===== src/rtl/stack_alu_sequencer_if.sv =====
// stack_alu_sequencer_if: command handshake bundle for the stack ALU sequencer
//   cmd_valid  requester has a command on cmd_op/getin
//   cmd_ready  sequencer can accept a command this cycle
//   cmd_op     opcode (0 NOP,1 PUSH,2 POP,3 ADD,4 SUB,5 AND,6 DUP,7 SWAP)
//   getin      push data, sampled at acceptance
interface stack_alu_sequencer_if #(
    parameter int WIDTH = 16
);
    logic             cmd_valid;
    logic             cmd_ready;
    logic [2:0]       cmd_op;
    logic [WIDTH-1:0] getin;
    modport master (output cmd_valid, cmd_op, getin, input cmd_ready);
    modport slave  (input cmd_valid, cmd_op, getin, output cmd_ready);
endinterface


===== src/rtl/stack_alu_sequencer.sv =====
// stack_alu_sequencer: sequences an operand stack and ALU through IDLE/FETCH/EXEC/WB
//   CLK              rising-edge clock
//   reset            asynchronous active-low reset
//   cmd              command handshake (slave side)
//   err_clr          clears sticky overflow/underflow
//   top_of_stack     entry[count-1], 0 when empty
//   second_of_stack  entry[count-2], 0 when count<2
//   depth_count      number of valid entries
//   done             one-cycle pulse after the WB edge
//   overflow         sticky: PUSH/DUP on a full stack
//   underflow        sticky: op with too few entries
module stack_alu_sequencer #(
    parameter int WIDTH = 16,
    parameter int DEPTH = 8,
    parameter int CNT_W = 4
) (
    input  logic                 CLK,
    input  logic                 reset,
    stack_alu_sequencer_if.slave cmd,
    input  logic                 err_clr,
    output logic [WIDTH-1:0]     top_of_stack,
    output logic [WIDTH-1:0]     second_of_stack,
    output logic [CNT_W-1:0]     depth_count,
    output logic                 done,
    output logic                 overflow,
    output logic                 underflow
);
    localparam int AW = $clog2(DEPTH);
    localparam logic [2:0] OP_PUSH = 3'd1, OP_POP = 3'd2, OP_ADD = 3'd3, OP_SUB = 3'd4,
                           OP_AND = 3'd5, OP_DUP = 3'd6, OP_SWAP = 3'd7;
    typedef enum logic [1:0] {IDLE, FETCH, EXEC, WB} state_t;
    state_t           state, state_nx;
    logic [WIDTH-1:0] mem [DEPTH];
    logic [CNT_W-1:0] count, count_nx;
    logic [2:0]       op_q;
    logic [WIDTH-1:0] din_q, a_q, b_q, res_q;
    logic             ok_q, ovf_q, unf_q;
    logic             accept, full, ovf_c, unf_c, commit, grow, shrink;
    logic [AW-1:0]    i0, i1, i2;
    logic             we_a, we_b;
    logic [AW-1:0]    ia;
    logic [WIDTH-1:0] da;

    // Slots for the next free entry, the top and the second entry.
    assign i0 = AW'(count);
    assign i1 = AW'(count - CNT_W'(1));
    assign i2 = AW'(count - CNT_W'(2));
    assign top_of_stack    = (count == '0) ? '0 : mem[i1];
    assign second_of_stack = (count < CNT_W'(2)) ? '0 : mem[i2];
    assign depth_count     = count;
    assign cmd.cmd_ready   = state == IDLE;
    assign accept          = cmd.cmd_valid && cmd.cmd_ready;
    assign full            = count == CNT_W'(DEPTH);

    always_comb begin
        ovf_c = 1'b0;
        unf_c = 1'b0;
        case (cmd.cmd_op)
            OP_PUSH: ovf_c = full;
            OP_POP:  unf_c = count == '0;
            OP_DUP: begin
                ovf_c = full;
                unf_c = count == '0;
            end
            OP_ADD, OP_SUB, OP_AND, OP_SWAP: unf_c = count < CNT_W'(2);
            default: ;
        endcase
    end

    always_ff @(posedge CLK or negedge reset)
        if (!reset) state <= IDLE;
        else        state <= state_nx;

    always_comb begin
        state_nx = state;
        case (state)
            IDLE:    state_nx = accept ? FETCH : IDLE;
            FETCH:   state_nx = EXEC;
            EXEC:    state_nx = WB;
            default: state_nx = IDLE;
        endcase
    end

    // Write port A covers every single-entry update; port B is only the second half of SWAP.
    always_comb begin
        commit   = state == WB && ok_q;
        grow     = op_q == OP_PUSH || op_q == OP_DUP;
        shrink   = op_q == OP_POP || op_q == OP_ADD || op_q == OP_SUB || op_q == OP_AND;
        we_a     = commit && op_q != OP_POP && op_q != 3'd0;
        we_b     = commit && op_q == OP_SWAP;
        ia       = grow ? i0 : (op_q == OP_SWAP) ? i1 : i2;
        da       = (op_q == OP_PUSH) ? din_q : (op_q == OP_DUP) ? a_q : (op_q == OP_SWAP) ? b_q : res_q;
        count_nx = !commit ? count : grow ? count + CNT_W'(1) : shrink ? count - CNT_W'(1) : count;
    end

    for (genvar g = 0; g < DEPTH; g++) begin : g_mem
        always_ff @(posedge CLK or negedge reset)
            if (!reset) mem[g] <= '0;
            else        mem[g] <= (we_a && ia == AW'(g)) ? da : (we_b && i2 == AW'(g)) ? a_q : mem[g];
    end

    always_ff @(posedge CLK or negedge reset) begin
        if (!reset) begin
            count     <= '0;
            op_q      <= '0;
            din_q     <= '0;
            a_q       <= '0;
            b_q       <= '0;
            res_q     <= '0;
            ok_q      <= 1'b0;
            ovf_q     <= 1'b0;
            unf_q     <= 1'b0;
            done      <= 1'b0;
            overflow  <= 1'b0;
            underflow <= 1'b0;
        end else begin
            count <= count_nx;
            done  <= state == WB;
            if (accept) begin
                op_q  <= cmd.cmd_op;
                din_q <= cmd.getin;
                ok_q  <= !(ovf_c || unf_c);
                ovf_q <= ovf_c;
                unf_q <= unf_c;
            end
            if (state == FETCH) begin
                a_q <= top_of_stack;
                b_q <= second_of_stack;
            end
            if (state == EXEC)
                res_q <= (op_q == OP_ADD) ? b_q + a_q : (op_q == OP_SUB) ? b_q - a_q : b_q & a_q;
            // A flag raised on the WB edge wins over a simultaneous clear.
            overflow  <= (state == WB && ovf_q) || (overflow && !err_clr);
            underflow <= (state == WB && unf_q) || (underflow && !err_clr);
        end
    end
endmodule


===== src/flat_wrapper.sv =====
// flat-port wrapper written by rule: the top's interface ports become plain ports
module stack_alu_sequencer_flat 
#(
    parameter int WIDTH = 16,
    parameter int DEPTH = 8,
    parameter int CNT_W = 4
)
  (CLK, reset, err_clr, top_of_stack, second_of_stack, depth_count, done, overflow, underflow, cmd_cmd_valid, cmd_cmd_op, cmd_getin, cmd_cmd_ready);
  stack_alu_sequencer_if #(.WIDTH(WIDTH)) cmd_i ();
  input  logic CLK;
  input  logic reset;
  input  logic err_clr;
  output logic [WIDTH-1:0] top_of_stack;
  output logic [WIDTH-1:0] second_of_stack;
  output logic [CNT_W-1:0] depth_count;
  output logic done;
  output logic overflow;
  output logic underflow;
  input wire logic [$bits(cmd_i.cmd_valid)-1:0] cmd_cmd_valid;
  input wire logic [$bits(cmd_i.cmd_op)-1:0] cmd_cmd_op;
  input wire logic [$bits(cmd_i.getin)-1:0] cmd_getin;
  output wire logic [$bits(cmd_i.cmd_ready)-1:0] cmd_cmd_ready;
  assign cmd_i.cmd_valid = cmd_cmd_valid;
  assign cmd_i.cmd_op = cmd_cmd_op;
  assign cmd_i.getin = cmd_getin;
  assign cmd_cmd_ready = cmd_i.cmd_ready;
  stack_alu_sequencer #(.WIDTH(WIDTH), .DEPTH(DEPTH), .CNT_W(CNT_W)) u_core (.CLK(CLK), .reset(reset), .cmd(cmd_i), .err_clr(err_clr), .top_of_stack(top_of_stack), .second_of_stack(second_of_stack), .depth_count(depth_count), .done(done), .overflow(overflow), .underflow(underflow));
endmodule

===== config.mk =====
export PLATFORM = sky130hd
export DESIGN_NAME = stack_alu_sequencer_flat
export DESIGN_NICKNAME = d
export VERILOG_FILES = /design/src/rtl/stack_alu_sequencer_if.sv /design/src/rtl/stack_alu_sequencer.sv /design/src/flat_wrapper.sv
export SDC_FILE = /design/constraint.sdc
export NUM_CORES = 1
export LEC_CHECK = 0
export CORE_UTILIZATION = 40
export DETAILED_ROUTE_END_ITERATION = 10
export GPL_TIMING_DRIVEN = 0
export PLACE_DENSITY_LB_ADDON = 0.3
export SETUP_SLACK_MARGIN = 0.3
export SLEW_MARGIN = 20
export SYNTH_ARGS = -nofsm -noshare
export SYNTH_HDL_FRONTEND = slang
export SYNTH_SLANG_ARGS = --single-unit

===== constraint.sdc =====
create_clock -name CLK -period 2.8 [get_ports CLK]
set_clock_uncertainty 0.05 [all_clocks]
set_input_delay 0.28 -clock CLK [delete_from_list [all_inputs] [get_ports CLK]]
set_output_delay 0.28 -clock CLK [all_outputs]
set_load 0.02 [all_outputs]

==> flow_summary.ini <==
[global_routing]
grt-ovfl-total = 0
grt_use_total_pct = 27.6
antenna_found_initial = 0
grt_pass1_vias = 12100
grt_pass1_wl_um = 74100
grt_max_degree = 95

[drt]
wl_per_cell_um = 25.6
ant_nets = 0
drt_first_pass_iters = 5
drtIter0Drc = 1397
vias = 12300
drc = 0
drt_wl_total_um = 50900
vias_per_cell = 6.20

[cts]
cts-htree-levels = 1
clockBufferDepth = 3
cts-root-buf = clkbuf_16
cts.sink_count = 207
cts.clk_slew.worst_paths_ps = 60
cts_buffers = 24
tritoncts = built
worstSkewPairLatency_ps = 540

[critical_path]
rr_endpoint = u_core.mem[54]
slowest_delay_ps = 430
cp_max_fo = 5
start_kind = register
endpoint_kind = primary output
crit_chain = buf_12 -> inv_8 -> ha_4 -> clkbuf_16 -> clkbuf_16 -> mux4_2 -> nand2_2 -> a21oi_4 -> buf_6
crit_buf_inv = 5
reg2reg_depth = 14
worst_path_most_repeated_cell = clkbuf_16
cp_slowest_cell = dfrtp_2
worstPathRequired_ps = 2470
ff2ff_setup_slack_ps = 70
reg2reg_from = u_core.depth_count[0]
arrival_ps = 2460
path_class = reg -> out
cpLargestDelayFamily = buffers and inverters

[synthesis]
syn_inst = 1284
synthAdderAreaFrac_pct = 4.12
yosysTopAreaCell = dfrtp_1
yosys_most_used_dff = dfrtp_1
async_reset_ff_share_pct = 100
synthMuxAreaShare_pct = 28.8
yosysWarnings = 0
synth_seq_cells = 207
yosys.area_share.simple_pct = 10.9
syn_avg_cell_area_um2 = 10.7
synth_cell_types = 78
synth.area.top_cells = dfrtp_1 (38%), mux2i_1 (15%), mux4_2 (11%), a21oi_1 (5.0%), nand2_1 (4.0%)
syn_nets = 1351
synth_top_family_by_area = multiplexers
synth_top_area_share_pct = 37.8
synth_seq_area_share_pct = 37.8
synth_edf_count = 0
syn_area_mm2 = 0.0137
synth_xor_area_share_pct = 0.939
synth-compound-area-share_pct = 12.8

[floorplan]
fp-row-count = 67
initial_utilization_pct = 40.8
coreArea_mm2 = 0.0336
fp.dieH_um = 187
dieArea_mm2 = 0.0350
dieWidth_um = 187
pin_count = 63

[place]
io_buffers = 62
post-dp-hpwl_um = 32200
gp_congestion = 0.963
dpl_worst_slack_ps = -928
dpl-instance-area_mm2 = 0.0151

[final_layout]
area_delta_synth_final_pct = 38.1
fin_area_mm2 = 0.0189
multi_input_area_mm2 = 0.00893
final_cell_mix = mux2i_1 (202), dfrtp_1 (193), nand2_1 (105)
insertedDiodeCount = 0
nFillCells = 2636
seqCellArea_mm2 = 0.00520
layout_commonest_cell = mux2i_1
drive_above_1_share_pct = 39.0
nNetsFinal = 1587

[power_and_ir_drop]
power.density_mw_per_mm2 = 1360
ir_drop_v = 0.000713
comb_power_share_pct = 65.9
power_frac_clock_pct = 13.9
intPower_uw = 13800
switching_power_uw = 12000
sw_frac_of_total_pct = 46.4
seqPwrFrac_pct = 20.2
power_leakage_uw = 0.00767

[outcome]
outcome = completed

[sta]
rsz0062_at_grt = yes
drv_slew = 0
worstMarginPinSlew_ps = 878
slew_headroom_pct = 41.5
fmax_mhz = 359
fin_crit_ps = 2790
hold_viol = 0
timing.hold.ws_ps = 164
finalSetupViolCount = 0
worst_slack_ps = 12.1
post-route-period-util_pct = 99.6

[run]
maxCapViolations = 0

[min_path]
hold_path_class = in -> async
-- routing by layer --
| metal | track usage, % | part of all wire, % | vias to the layer above |
|---|---|---|---|
| li1 | - | - | 5151 |
| met1 | 35.4 | 39 | 6206 |
| met2 | 45.2 | 47 | 759 |
| met3 | 5.05 | 8.5 | 191 |
| met4 | 12.7 | 5.2 | 0 |
| met5 | 0 | 0 | - |
-- flip-flops by register name, indices dropped and copies added, names as in the netlist --
| signal | flops |
|---|---|
| u_core.done | 1 |
| u_core.depth_count | 4 |
| u_core.res_q | 16 |
| u_core.overflow | 1 |
| u_core.a_q | 16 |
| u_core.b_q | 16 |
| u_core.state | 2 |
| u_core.mem | 128 |
| u_core.din_q | 16 |
| u_core.underflow | 1 |
| u_core.op_q | 3 |
| u_core.ovf_q | 1 |
| u_core.unf_q | 1 |
| u_core.ok_q | 1 |
-- layout make-up --
cell class	instances	share of cell area [%]
buffer	91	4.93
clock buffer	32	3.71
clock inverter	12	1.01
inverter	39	1.10
multi-input combinational	947	47.1
sequential	207	27.4
tap	448	2.96
timing repair buffer	209	11.6
timing repair inverter	1	0.0859
-- worst max-delay path by stage --
stage | from | to | depth (start not counted)
6_report | u_core.depth_count[1] | top_of_stack[4] | 9
5_1_grt | u_core.depth_count[0] | top_of_stack[2] | 9
4_1_cts | u_core.depth_count[0] | top_of_stack[10] | 9
3_5_place_dp | u_core.depth_count[1] | top_of_stack[3] | 9
3_3_place_gp | reset | u_core.a_q[6] | 1
2_1_floorplan | u_core.depth_count[1] | u_core.mem[125] | 14
-- stage by stage --
stage	total power (µW)	utilization (%)	std cells	setup TNS, ps
4_1_cts	23400	53.4	1941	0
3_3_place_gp	16600	44.6	1794	-1650580
2_1_floorplan	13000	-	1284	0
5_1_grt	26700	56.3	1986	0
6_report	25800	56.3	1986	0
3_5_place_dp	16700	44.8	1796	-24680
-- power by group through the flow --
stage,Combinational (µW),Clock (µW),Sequential (µW)
after detailed placement,11600,0,5190
after global routing,17700,3720,5290
after global placement,11500,0,5140
after CTS,14700,3580,5130
after floorplan,8140,0,4830
final,17000,3580,5200
-- cells in the mapped netlist, drive strengths merged (3+ instances only) --
cell,instances
nand2,151
nor2b,11
dfrtp,207
o211ai,10
o21bai,3
mux2i,204
o221ai,3
inv,38
a31oi,4
a21oi,137
buf,45
o21ai,44
o22ai,11
ha,42
xnor2,9
and3,4
a221oi,19
xor2,4
nand3,10
nor3b,3
o31ai,3
clkbuf,46
mux2,41
a22oi,4
nor3,15
a21o,5
or3,5
mux4,64
nand2b,7
o311ai,4
nor2,97
and2,5
-- repair_timing --
item	CTS	global route
setup buffers	92	41
pin swaps	59	45
cloned	8	4
hold endpoints to repair	113	0
resized for setup	392	174
endpoints found under the setup margin	187	173
hold buffers	1	0
-- cells by family after synthesis --
kind of cell	count (synthesis)
and+or+nand+nor	315
DFF	207
xor gates and xnor gates	13
muxes	309
AOI/OAI and AO/OA	266
adders and majority gates	44
buffers and inverters	130
(Power assumes the default switching activity.)
